[src/rtl/pipe_stage_elastic.sv]
// Elastic pipeline-stage register: main + skid entry with valid/ready backpressure,
// synchronous flush with bubble insertion, and saturating stall/flush-drop counters.
module pipe_stage_elastic #(
  parameter int unsigned DATA_W     = 96,
  parameter int unsigned CTRL_W     = 8,
  parameter int unsigned CNT_W      = 16,
  parameter bit          CLEAR_DATA = 1'b1
) (
  input  logic              clk,
  input  logic              rst,
  input  logic              flush,
  input  logic              in_valid,
  output logic              in_ready,
  input  logic [CTRL_W-1:0] in_ctrl,
  input  logic [DATA_W-1:0] in_data,
  output logic              out_valid,
  input  logic              out_ready,
  output logic [CTRL_W-1:0] out_ctrl,
  output logic [DATA_W-1:0] out_data,
  output logic [1:0]        occupancy,
  output logic [CNT_W-1:0]  stall_cycles,
  output logic [CNT_W-1:0]  flush_drops
);

  typedef enum logic [1:0] {StEmpty, StFull1, StFull2} state_e;

  state_e            state_q;
  logic [CTRL_W-1:0] main_ctrl_q, skid_ctrl_q;
  logic [DATA_W-1:0] main_data_q, skid_data_q;
  logic [CNT_W-1:0]  stall_q, drops_q;

  logic        main_valid, skid_valid;
  logic        in_fire, out_fire;
  logic [1:0]  drop_n;
  logic [CNT_W:0] drops_sum;

  always_comb begin
    main_valid = (state_q != StEmpty);
    skid_valid = (state_q == StFull2);
    // Skid occupancy is registered, so in_ready never depends on out_ready.
    in_ready   = !rst && !flush && (state_q != StFull2);
    out_valid  = main_valid;
    out_ctrl   = out_valid ? main_ctrl_q : '0;
    out_data   = main_data_q;
    occupancy  = {main_valid & skid_valid, main_valid ^ skid_valid};
    in_fire    = in_valid && in_ready;
    out_fire   = out_valid && out_ready;
    // A head consumed during the flush cycle is delivered, not dropped.
    drop_n     = occupancy - {1'b0, out_fire};
    drops_sum  = {1'b0, drops_q} + (CNT_W + 1)'(drop_n);
  end

  assign stall_cycles = stall_q;
  assign flush_drops  = drops_q;

  always_ff @(posedge clk or posedge rst) begin
    if (rst) begin
      state_q     <= StEmpty;
      main_ctrl_q <= '0;
      skid_ctrl_q <= '0;
      main_data_q <= '0;
      skid_data_q <= '0;
      stall_q     <= '0;
      drops_q     <= '0;
    end else if (flush) begin
      state_q     <= StEmpty;
      main_ctrl_q <= '0;
      skid_ctrl_q <= '0;
      if (CLEAR_DATA) begin
        main_data_q <= '0;
        skid_data_q <= '0;
      end
      drops_q <= drops_sum[CNT_W] ? '1 : drops_sum[CNT_W-1:0];
    end else begin
      if (out_valid && !out_ready && (stall_q != '1)) begin
        stall_q <= stall_q + CNT_W'(1);
      end
      unique case (state_q)
        StEmpty: begin
          if (in_fire) begin
            main_ctrl_q <= in_ctrl;
            main_data_q <= in_data;
            state_q     <= StFull1;
          end
        end
        StFull1: begin
          if (in_fire && out_fire) begin
            main_ctrl_q <= in_ctrl;
            main_data_q <= in_data;
          end else if (in_fire) begin
            skid_ctrl_q <= in_ctrl;
            skid_data_q <= in_data;
            state_q     <= StFull2;
          end else if (out_fire) begin
            main_ctrl_q <= '0;
            state_q     <= StEmpty;
          end
        end
        StFull2: begin
          if (out_fire) begin
            main_ctrl_q <= skid_ctrl_q;
            main_data_q <= skid_data_q;
            skid_ctrl_q <= '0;
            state_q     <= StFull1;
          end
        end
        default: state_q <= StEmpty;
      endcase
    end
  end

endmodule

[config.mk]
export PLATFORM = sky130hd
export DESIGN_NAME = pipe_stage_elastic
export DESIGN_NICKNAME = d
export VERILOG_FILES = /design/src/rtl/pipe_stage_elastic.sv
export SDC_FILE = /design/constraint.sdc
export NUM_CORES = 1
export LEC_CHECK = 0
export BUFFER_PORTS_ARGS = -buffer_cell sky130_fd_sc_hd__buf_4
export CORE_ASPECT_RATIO = 0.75
export CORE_MARGIN = 8
export CORE_UTILIZATION = 45
export DETAILED_ROUTE_END_ITERATION = 12
export PLACE_DENSITY = 0.77
export SYNTH_ARGS = -nofsm -noshare
export SYNTH_HDL_FRONTEND = slang
export SYNTH_SLANG_ARGS = --single-unit
export TNS_END_PERCENT = 100
[constraint.sdc]
create_clock -name clk -period 7.15 [get_ports clk]
set_input_delay 0.715 -clock clk [delete_from_list [all_inputs] [get_ports clk]]
set_output_delay 0.715 -clock clk [all_outputs]
set_load 0.005 [all_outputs]
==> flow_summary.ini <==
[status]
outcome = completed

[floorplan]
core_area_um2 = 25000
start_util = 0.458
dieArea_um2 = 30800
io_pins = 249
die_y_um = 154
fp.dieW_um = 200
rows = 50

[final_layout]
utilization = 0.574
area_delta_synth_final_pct = 25.2
drive_above_1_share = 0.279
design_area_um2 = 14300
nets = 1437
final_cells = 1676

[timing]
min_period_over_period = 0.509
whs_ns = 0.374
fin_skew_ns = 0.0107
rsz0062_at_grt = false
final.min_clock_period_ns = 3.64
setup_viol = 0
maxSlewHeadroom = 0.280
finalHoldViolations = 0
drv_slew = 0
worst_slack_ns = 3.51
worstMarginPinSlew_ns = 1.08
clock.fmax_mhz = 275
setup_tns_ns = 0

[setup_path]
arrival_ns = 4.07
cp_slowest_stage_delay_ns = 0.79
path_class = reg2reg
path_max_fanout = 56
path_cells = inv_1 > ha_4 > xor2_1 > ha_1 > inv_1 > ha_1 > fa_1 > nand3_1 > nor3_1 > nand3_1 > o211ai_1
reg2regPathDepth = 11
worstPathRequired_ns = 7.58
slowest_stage = ha_4
startpoint_type = register
crit_path_end_kind = register

[synth]
async_flop_share = 1.00
synth_edf_count = 0
synth_top_area_frac = 0.529
yosysUniqueCellTypes = 52
synth_flop_cell = dfrtp_1
avgSynthCellArea_um2 = 10.4
yosysMostFrequentCell = dfrtp_1
synth_area_um2 = 11400
yosys_register_bits = 242
synthTopCellsByArea = dfrtp_1, mux2i_1, nand2_1, mux2_2, o21ai_0
yosysSeqAreaShare = 0.529
ys_warn_count = 0
synth_top_cell_by_area = dfrtp_1
syn_inst = 1102
synth_top_cells_by_count = dfrtp_1, nand2_1, nor2_1, o21ai_0, mux2i_1
synthesis.nets = 1220

[power_and_ir_drop]
power_mw = 3.61
p_per_area_nw_per_um2 = 252
p_leak_nw = 6.61
ir_drop_mv = 0.207

[grt]
grt_overflow = 0
grt_max_degree = 111
antenna_found_initial = 1
grt_pass1_vias = 8768
grt_usage = 0.186
grt_pass1_wl_um = 48100

[clocking]
cts_buffers = 26
clock_path_buffers = 3
postCtsSetupRepairBufs = 0
cts_tree = done
postCtsHoldBufs = 0
cts_resized = 0
insertion_delay_ns = 0.53
clk_pin_slew_ns = 0.07
clock-sinks = 242
htree_levels = 1
clockRootBuffer = clkbuf_16

[route]
routedWlPerCell_um = 17.8
wl_met3_um = 2430
vias = 8788
first_pass_iters = 5
drc_errors = 0
dr.max_layer_used = met4
viasPerCell = 5.24
drtIter0Drc = 577
dr_wl_met2_um = 13300
ant_nets = 0
wl_um = 29800
met1Wirelength_um = 13600

[placed_design]
dp_slack_ns = 3.56
place_area_um2 = 13500
io_buffer_count = 248
place_inst = 1629
gp_congestion = 0.790
dp_hpwl_um = 19800

[flow_run]
maxCapViolCount = 0

[hold_path]
hold_path_class = in2async
flip-flops by register name, summed over array words and instances (netlist names):
name / count
skid_data_q: 96
flush_drops: 16
out_data: 96
state_q: 2
main_ctrl_q: 8
skid_ctrl_q: 8
stall_cycles: 16
cell type report:
cell class              instances  area (um2)
diodes                          1        2.50
clock buffers                  37         763
clock inverters                 9        97.6
fillers                      2098       10600
inverters                      12        50.0
multi-input cells             779        5000
flip-flops and latches        242        6060
well taps                     338         423
repair buffers                258        1940
path summary, 6_finish.rpt:
kind | start | end | slack, ns
min in group clk | in_data[81] | skid_data_q[81] | 0.40
setup / recovery | state_q[0] | flush_drops[9] | 3.51
hold / removal | rst | stall_cycles[3] | 0.37
hold reg to reg | skid_ctrl_q[5] | skid_ctrl_q[5] | 0.48
setup reg to reg | state_q[0] | flush_drops[9] | 3.51
max in group asynchronous | rst | out_data[23] | 5.22
power breakdown:
part / internal [mW] / leakage, nW / switching (mW)
combinational: 0.326 / 2.95 / 0.318
clock: 0.811 / 0.426 / 0.548
sequential: 1.50 / 3.23 / 0.107
total: 2.64 / 6.61 / 0.973
placed cells by master, fill, tap and decap left out, types with 8 or more instances in the layout:
cell       netlist  routed
a21oi_1         14      14
a32oi_1          8       8
buf_4            8     258
clkbuf_16        0      27
dfrtp_1        242     242
inv_1           11      10
mux2_1          41      41
mux2_2          62      62
mux2i_1         99      99
nand2_1        232     232
nand3_1          8       8
nand4_1          9       9
nor2_1         108     108
nor2b_1          9       9
nor3_1          11      11
o21ai_0        100     100
o2bb2ai_1        8       8
xor2_1          13      13
routing by layer:
metal  GRT usage  up-vias
met5           0        -
met4      0.0349        0
met3      0.0575       33
met2       0.288      271
met1       0.255     4304
li1            -     4180
cells by family after synthesis:
| logic type | count (synthesis) | share of synthesized area |
|---|---|---|
| buffers and inverters | 81 | 0.0350 |
| muxes | 202 | 0.188 |
| AOI/OAI and AO/OA | 141 | 0.0716 |
| xor gates and xnor gates | 20 | 0.0153 |
| adders and majority gates | 9 | 0.0105 |
| DFF | 242 | 0.529 |
| and+or+nand+nor | 407 | 0.150 |
critical path, delay by kind of cell, from the launching register on:
family,cells,cell delay [ns]
xor gates and xnor gates,1,0.19
buffers and inverters,2,0.21
AOI/OAI and AO/OA,1,0.24
DFF,1,0.41
adders and majority gates,4,1.56
and+or+nand+nor,3,0.92
Power figures use the tool's default switching activity.
